<file path="config.mk">
export PLATFORM = sky130hd
export DESIGN_NAME = hazard_match_tracker
export DESIGN_NICKNAME = d
export VERILOG_FILES = /design/src/rtl/hazard_match_tracker.sv
export SDC_FILE = /design/constraint.sdc
export NUM_CORES = 1
export LEC_CHECK = 0
export CAP_MARGIN = 5
export CORE_ASPECT_RATIO = 0.9
export CORE_MARGIN = 2
export CORE_UTILIZATION = 40
export CTS_BUF_LIST = sky130_fd_sc_hd__clkbuf_16
export CTS_CLUSTER_SIZE = 14
export DETAILED_ROUTE_END_ITERATION = 10
export PLACE_DENSITY = 0.72
export SLEW_MARGIN = 20
export SYNTH_ARGS = -nofsm -noshare
export SYNTH_HDL_FRONTEND = slang
export SYNTH_SLANG_ARGS = --single-unit
</file>
<file path="constraint.sdc">
create_clock -name clk -period 2.6 [get_ports clk]
set_clock_uncertainty 0.05 [all_clocks]
set_input_delay 0.39 -clock clk [delete_from_list [all_inputs] [get_ports clk]]
set_output_delay 0.39 -clock clk [all_outputs]
set_load 0.01 [all_outputs]
</file>
<file path="src/rtl/hazard_match_tracker.sv">
// Register-address tracker for the hazard unit: carries Decode register numbers
// through Execute/Memory/Writeback, raises forwarding/stall match bits, counts events.
module hazard_match_tracker #(
    parameter int ADDR_W = 4,
    parameter int PC_REG = 15,
    parameter int CNT_W  = 16
) (
    input  logic              clk,
    input  logic              reset,
    input  logic [ADDR_W-1:0] RA1D,
    input  logic [ADDR_W-1:0] RA2D,
    input  logic [ADDR_W-1:0] WA3D,
    input  logic              RegWriteD,
    input  logic              MemtoRegD,
    input  logic              CondExE,
    input  logic              StallD,
    input  logic              FlushE,
    output logic              Match_1E_M,
    output logic              Match_1E_W,
    output logic              Match_2E_M,
    output logic              Match_2E_W,
    output logic              Match_12D_E,
    output logic              MemtoRegE,
    output logic              RegWriteM,
    output logic              RegWriteW,
    output logic [ADDR_W-1:0] WA3M,
    output logic [ADDR_W-1:0] WA3W,
    output logic [CNT_W-1:0]  StallCnt,
    output logic [CNT_W-1:0]  FlushCnt
);

    localparam logic [ADDR_W-1:0] PC_ADDR = ADDR_W'(PC_REG);
    localparam logic [CNT_W-1:0]  CNT_MAX = '1;

    logic [ADDR_W-1:0] ra1_e;
    logic [ADDR_W-1:0] ra2_e;
    logic [ADDR_W-1:0] wa3_e;
    logic              reg_write_e;
    logic              valid_e;
    logic              valid_m;
    logic              valid_w;

    // NOTE: sequential state uses <= so every stage samples the pre-edge value of
    // its predecessor; blocking here would collapse E->M->W into a single cycle.
    always_ff @(posedge clk or posedge reset) begin
        if (reset) begin
            ra1_e       <= '0;
            ra2_e       <= '0;
            wa3_e       <= '0;
            reg_write_e <= 1'b0;
            MemtoRegE   <= 1'b0;
            valid_e     <= 1'b0;
        end else if (FlushE) begin
            ra1_e       <= '0;
            ra2_e       <= '0;
            wa3_e       <= '0;
            reg_write_e <= 1'b0;
            MemtoRegE   <= 1'b0;
            valid_e     <= 1'b0;
        end else begin
            ra1_e       <= RA1D;
            ra2_e       <= RA2D;
            wa3_e       <= WA3D;
            reg_write_e <= RegWriteD;
            MemtoRegE   <= MemtoRegD;
            valid_e     <= 1'b1;
        end
    end

    // M and W never stall; the condition check is folded into RegWriteM.
    always_ff @(posedge clk or posedge reset) begin
        if (reset) begin
            WA3M      <= '0;
            RegWriteM <= 1'b0;
            valid_m   <= 1'b0;
            WA3W      <= '0;
            RegWriteW <= 1'b0;
            valid_w   <= 1'b0;
        end else begin
            WA3M      <= wa3_e;
            RegWriteM <= reg_write_e & CondExE & valid_e;
            valid_m   <= valid_e;
            WA3W      <= WA3M;
            RegWriteW <= RegWriteM;
            valid_w   <= valid_m;
        end
    end

    always_ff @(posedge clk or posedge reset) begin
        if (reset) begin
            StallCnt <= '0;
            FlushCnt <= '0;
        end else begin
            if (StallD && StallCnt != CNT_MAX) StallCnt <= StallCnt + 1'b1;
            if (FlushE && FlushCnt != CNT_MAX) FlushCnt <= FlushCnt + 1'b1;
        end
    end

    // PC reads are never forwarded, so a PC source register never matches.
    assign Match_1E_M  = valid_e & valid_m & (ra1_e == WA3M) & (ra1_e != PC_ADDR);
    assign Match_1E_W  = valid_e & valid_w & (ra1_e == WA3W) & (ra1_e != PC_ADDR);
    assign Match_2E_M  = valid_e & valid_m & (ra2_e == WA3M) & (ra2_e != PC_ADDR);
    assign Match_2E_W  = valid_e & valid_w & (ra2_e == WA3W) & (ra2_e != PC_ADDR);
    assign Match_12D_E = valid_e & (((RA1D == wa3_e) & (RA1D != PC_ADDR)) |
                                    ((RA2D == wa3_e) & (RA2D != PC_ADDR)));

endmodule
</file>
# Word level (Yosys, flattened, before mapping)
# Index checks and enable logic that the tools add are counted.
[classes]
add_sub_neg = 2
n_mul = 0
div = 0
order_cmp = 0
eq_ne = 12
n_shift = 0
muxes = 6
bitwise = 16
n_reduce_logical = 2
[ops]
columns = ["cell", "n"]
rows = [
  ["adder 16 x 1 -> 16 bit, second input constant", 2],
  ["!= test 16 bit, second input constant", 2],
  ["== test 4 bit", 6],
  ["!= test 4 bit, second input constant", 4],
  ["bitwise AND 1 bit", 15],
  ["2-to-1 mux 4 bit", 3],
  ["2-to-1 mux 1 bit", 3],
  ["logical AND 1 bit", 2],
  ["OR 1 bit", 1],
]
[word_totals]
ff_bits = 59
latchBits = 0
mem_bits_rw = 0
rom_bits = 0
inputBits = 19
output_inout_bits = 48
wordCells = 52
mem_count = 0

# Depth between registers and ports, before layout
# Gate-level depths: netlist of the first run.
[logic_depth]
depth_word = 4
mapped_depth = 5
depth_no_buf = 5

# Worst setup path after synthesis of the first run
# No wires, ideal clock.
[synth_path]
kind = "flip-flop to flip-flop"
from = "reg FlushCnt[0]"
to = "reg FlushCnt[1]"
setup_time_ns = 0.125
arrival_time_ns = 1.786
required_time_ns = 2.425
setup_slack_ns = 0.639
stages_incl_launch_ff = 6
path_buffers = 0
synth_period_minus_slack_ns = 1.961
cell_sequence = "dfrtp_1 ha_1 nand3_1 or4_4 nand2_1 mux2_2"
[synth_between]
elab_chain_len = 2
word_cells_on_any_way = 3
classes_between = "add/sub: 1; eq/ne: 1; reduce/logical: 1"
[synth_rtl]
columns = ["item", "line_no", "rtl"]
rows = [
  ["from (decl)", "29", "output logic [CNT_W-1:0] FlushCnt"],
  ["from (signal assigned)", "95", "if (FlushE && FlushCnt != CNT_MAX) FlushCnt <= FlushCnt + 1'b1;"],
  ["branches (longest 2 deep; another with adder 16 x 1 -> 16 bit)", "--", ""],
]
# Parallel ways; which one is timed is not known.
# A chain may end at the register's enable or synchronous reset.

# Worst setup path in the final report of the first run
[layout_path]
from = "in RA1D[1]"
to = "out Match_12D_E"
[layout_between]
elab_chain_len = 4
word_cells_on_any_way = 5
classes_between = "eq/ne: 2; bitwise: 3"
[layout_rtl]
columns = ["item", "line_no", "rtl"]
rows = [
  ["from (decl)", "10", "input logic [ADDR_W-1:0] RA1D,"],
  ["== test 4 bit or != test 4 bit (tied branches)", "104", "assign Match_12D_E = valid_e & (((RA1D == wa3_e) & (RA1D != PC_ADDR)) |"],
  ["bitwise AND 1 bit (*)", "104", ""],
  ["OR 1 bit (*)", "104", ""],
  ["bitwise AND 1 bit (*)", "104", ""],
  ["to (decl)", "22", "output logic Match_12D_E,"],
]
# Mark *: on every way between the ends. The rest lies on a longest branch, timed or not.

==> results of run 1 <==
-- registers in the layout, indices dropped and copies added, names as in the netlist --
register and cells:
FlushCnt 16, MemtoRegE 1, RegWriteM 1, RegWriteW 1, StallCnt 16, WA3M 4
WA3W 4, ra1_e 4, ra2_e 4, reg_write_e 1, valid_e 1, valid_m 1
valid_w 1, wa3_e 4
-- cell families after synthesis --
logic type / count (synthesis)
xor gates and xnor gates: 36
adders and majority gates: 2
and+or+nand+nor: 105
buffers and inverters: 6
AOI/OAI and AO/OA: 25
DFF: 59
muxes: 7
-- path summary, 6_finish.rpt --
kind / start / end / slack [ns] / cells past startpoint
max: RA1D[1] / Match_12D_E / 0.14 / 6
min: RegWriteM / RegWriteW / 0.33 / 0
max reg2reg: FlushCnt[0] / FlushCnt[1] / 0.56 / 5
min reg2reg: RegWriteM / RegWriteW / 0.33 / 0
max in group asynchronous: reset / WA3W[3] / 1.54 / 3
min in group asynchronous: reset / StallCnt[2] / 0.39 / 2
-- worst reg2reg max path, stage by stage (launching register included) --
cell                      delay [ns]
sky130_fd_sc_hd__dfrtp_1        0.44
sky130_fd_sc_hd__ha_1           0.22
sky130_fd_sc_hd__nand3_1        0.18
sky130_fd_sc_hd__or4_4          0.58
sky130_fd_sc_hd__nand2_1        0.12
sky130_fd_sc_hd__mux2_2         0.33
-- power groups by stage --
stage          registers [mW]  logic [mW]  clock network, mW
6_report                 1.22       0.585               1.32
5_1_grt                  1.25       0.648               1.38
4_1_cts                  1.22       0.593               1.34
3_5_place_dp             1.23       0.589                  0
3_3_place_gp             1.23       0.575                  0
2_1_floorplan            1.25       0.229                  0
-- cell usage in the layout, fill, tap and decap left out, types with 4 or more instances in the layout --
cell type / instances
sky130_fd_sc_hd__a21oi_1: 9
sky130_fd_sc_hd__a31oi_1: 4
sky130_fd_sc_hd__and2b_2: 6
sky130_fd_sc_hd__and4_1: 6
sky130_fd_sc_hd__clkbuf_16: 9
sky130_fd_sc_hd__clkdlybuf4s50_1: 66
sky130_fd_sc_hd__dfrtp_1: 59
sky130_fd_sc_hd__inv_1: 5
sky130_fd_sc_hd__mux2_2: 6
sky130_fd_sc_hd__nand2_1: 15
sky130_fd_sc_hd__nand3_1: 18
sky130_fd_sc_hd__nand4_1: 7
sky130_fd_sc_hd__nor2_1: 13
sky130_fd_sc_hd__nor2b_1: 8
sky130_fd_sc_hd__nor3_1: 7
sky130_fd_sc_hd__nor4_1: 7
sky130_fd_sc_hd__o21ai_0: 6
sky130_fd_sc_hd__xnor2_1: 22
sky130_fd_sc_hd__xor2_1: 14
-- layer usage --
layer / vias up / track usage (%)
li1: 1025 / -
met1: 994 / 21.93
met2: 54 / 27.39
met3: 10 / 2.936
met4: 0 / 8.769
met5: - / 0
-- through the flow --
step                hold WS, ns  setup slack, ns  power (mW)
floorplan                0.3253           0.6390       1.479
global placement         0.3271           0.2086       1.800
detailed placement       0.3283           0.1355       1.823
CTS                      0.3395           0.1320       3.151
global route             0.3498          0.07255       3.278
finish                   0.3325           0.1356       3.119
-- cell type report --
| class | count | area (µm²) |
|---|---|---|
| timing repair buffer | 68 | 688.2 |
| fill | 559 | 2724 |
| inverter | 5 | 18.77 |
| tap | 90 | 112.6 |
| multi-input combinational | 175 | 1199 |
| sequential | 59 | 1476 |
| clock buffer | 9 | 225.2 |
| clock inverter | 7 | 107.6 |
==> run summary, run 1 <==
• **share of final-layout standard cells stronger than drive strength 1** 10.84%
• **power share of the sequential group** 39.0%
• **CORE AREA** 6551 µm²
• **routed vias** 2083
• **Hold Crit Class** register to register
• **TNS Setup** 0 ns
• **cell count after placement** 397
• **combinational family with the most area after synthesis** simple AND/OR/NAND/NOR gates
• **Avg Cell Area, Syn** 11.24 µm²
• **area leader, netlist** sky130_fd_sc_hd__dfrtp_1
• **kind of start point of the critical path** primary input
• **Power Density** 815.0 nW/µm²
• **first-pass iteration count of the detailed router** 4
• **count of port buffers added during placement** 66
• **Synth Area in Adders** 0.9276%
• **count of mapped cells out of synthesis** 240
• **clock latency at the later pin of the worst-skew pair** 0.31 ns
• **Net count, final** 339
• **total of max-cap violations** 0
• **final standard cell count with taps included and fillers excluded** 413
• **share of power burned in combinational logic** 18.7%
• **Final Setup Violations** 0
• **vias in the first global route** 1968
• **GRT Residual Overflow** 0
• **global-route usage over all layers** 16.83%
• **HPWL after DPL** 4299 µm
• **Leakage** 1.590 nW
• **worst path bufs/invs** 2
• **count of inserted antenna diode cells** 0
• **post-route ant nets** 0
• **std cell rows** 28
• **total nets after synthesis** 261
• **pin count of the biggest net entering global routing** 36
• **count of hold-fix buffers inserted at cts** 0
• **setup repair after global routing missed its margin** false
• **Cell Area, Placed** 3495 µm²
• **Most Frequent Cell on Critical Path** sky130_fd_sc_hd__clkdlybuf4s50_1
• **Die Span Y** 81.91 µm
• **Slew HR** 64.16%
• **clk buf depth** 2
• **final standard cell area without fillers** 3827 µm²
• **number of H-tree levels** 3
• **endpoint class of the critical path** primary output
• **post-CTS repair timing setup buffer count** 0
• **library cell contributing the largest single delay on the critical path** sky130_fd_sc_hd__clkdlybuf4s50_1
• **post-route clock period utilization** 94.79%
• **mux cell area share after synthesis** 2.876%
• **Required @ worst endpoint** 2.16 ns
• **power share of the clock group** 42.3%
• **Layout Utilization** 58.42%
• **top-level I/O count** 67
• **Reg clk slew, reported paths** 0.05 ns
• **post-synth top area share** 54.73%
• **Primary FF master, synth** sky130_fd_sc_hd__dfrtp_1
• **most common cell in the netlist** sky130_fd_sc_hd__dfrtp_1
• **via density per instance** 5.044
• **area fraction in and, or, nand and nor cells after synthesis** 23.38%
• **detail-routed net length per standard cell** 14.07 µm
• **Final Slew Violations** 0
• **yosys synthesis warning count** 0
• **library cells used by synthesis** 36
• **CTS tree** yes
• **status** finished, final reports clean
• **biggest fanout along the worst timing path** 3
• **number of cells upsized or downsized after cts** 0
• **share of synthesized area occupied by flip-flops and latches** 54.73%
• **switching power share of the total** 25.86%
• **Top delay family on crit path** buffers and inverters
• **post-synthesis sequential element count** 59
• **Worst Path Class, Setup** primary input to primary output
• **compound-cell area share of the yosys netlist** 5.566%
• **internal power component** 2.313 mW
• **synthesized area** 2698 µm²
• **data arrival at the endpoint of the critical path** 2.02 ns
• **Switch Pwr** 806.5 µW
• **top layer used by detailed routing** met4
• **peak per-stage delay on the critical path** 0.56 ns
• **timing-limited maximum frequency** 405.8 MHz
• **Area Growth Syn to Fin** 41.88%
• **leading post-synthesis cells by cell area** sky130_fd_sc_hd__dfrtp_1 55%, sky130_fd_sc_hd__xnor2_1 7.1%, sky130_fd_sc_hd__xor2_1 4.5%
• **final weighted congestion of routability-driven global placement** 0.8327
• **clock period minus worst slack** 2.464 ns
• **post-synthesis share of cell area spent on xor and xnor gates** 11.69%
• **number of clock buffers inserted by TritonCTS** 9
• **total die area** 7418 µm²
• **global-route wire length before repair** 9687 µm
• **met3 WL** 209 µm
• **final-report hold violation count** 0
• **most numerous cell types in the synthesized netlist** 59 x sky130_fd_sc_hd__dfrtp_1, 22 x sky130_fd_sc_hd__xnor2_1, 18 x sky130_fd_sc_hd__nand3_1, 15 x sky130_fd_sc_hd__nand2_1, 14 x sky130_fd_sc_hd__xor2_1
• **remaining routing DRC violations** 0
• **worst vdd ir** 443.9 µV
• **number of enable-type register cells in the synthesized netlist** 0
• **transition at the pin with the smallest max-transition slack** 0.5368 ns
• **DRT iter0 DRCs** 69
• **initial antenna violation count** 0
• **number of clock sinks** 59
• **Routed Wire Length** 5811 µm
• **Synth async-reset ratio** 100.0%
• **list of cells traversed by the critical path** clkdlybuf4s50_1 > nand2_1 > a31oi_1 > o2111ai_1 > a21boi_0 > clkdlybuf4s50_1
• **library cell used as clock root buffer** sky130_fd_sc_hd__clkbuf_16
• **metal1 wirelength** 2647 µm
• **routed wl met2** 2857 µm
• **effective utilization at floorplan** 41.18%
• **overall die width** 90.57 µm
Power figures use the tool's default switching activity.
==> run 2, diff against run 1 <==
Settings changed: SKIP_CTS_REPAIR_TIMING from default to 1, SKIP_LAST_GASP from default to 1.
==> results of run 2 <==
The final DEF is identical to that of run 1; final timing and power are the same.
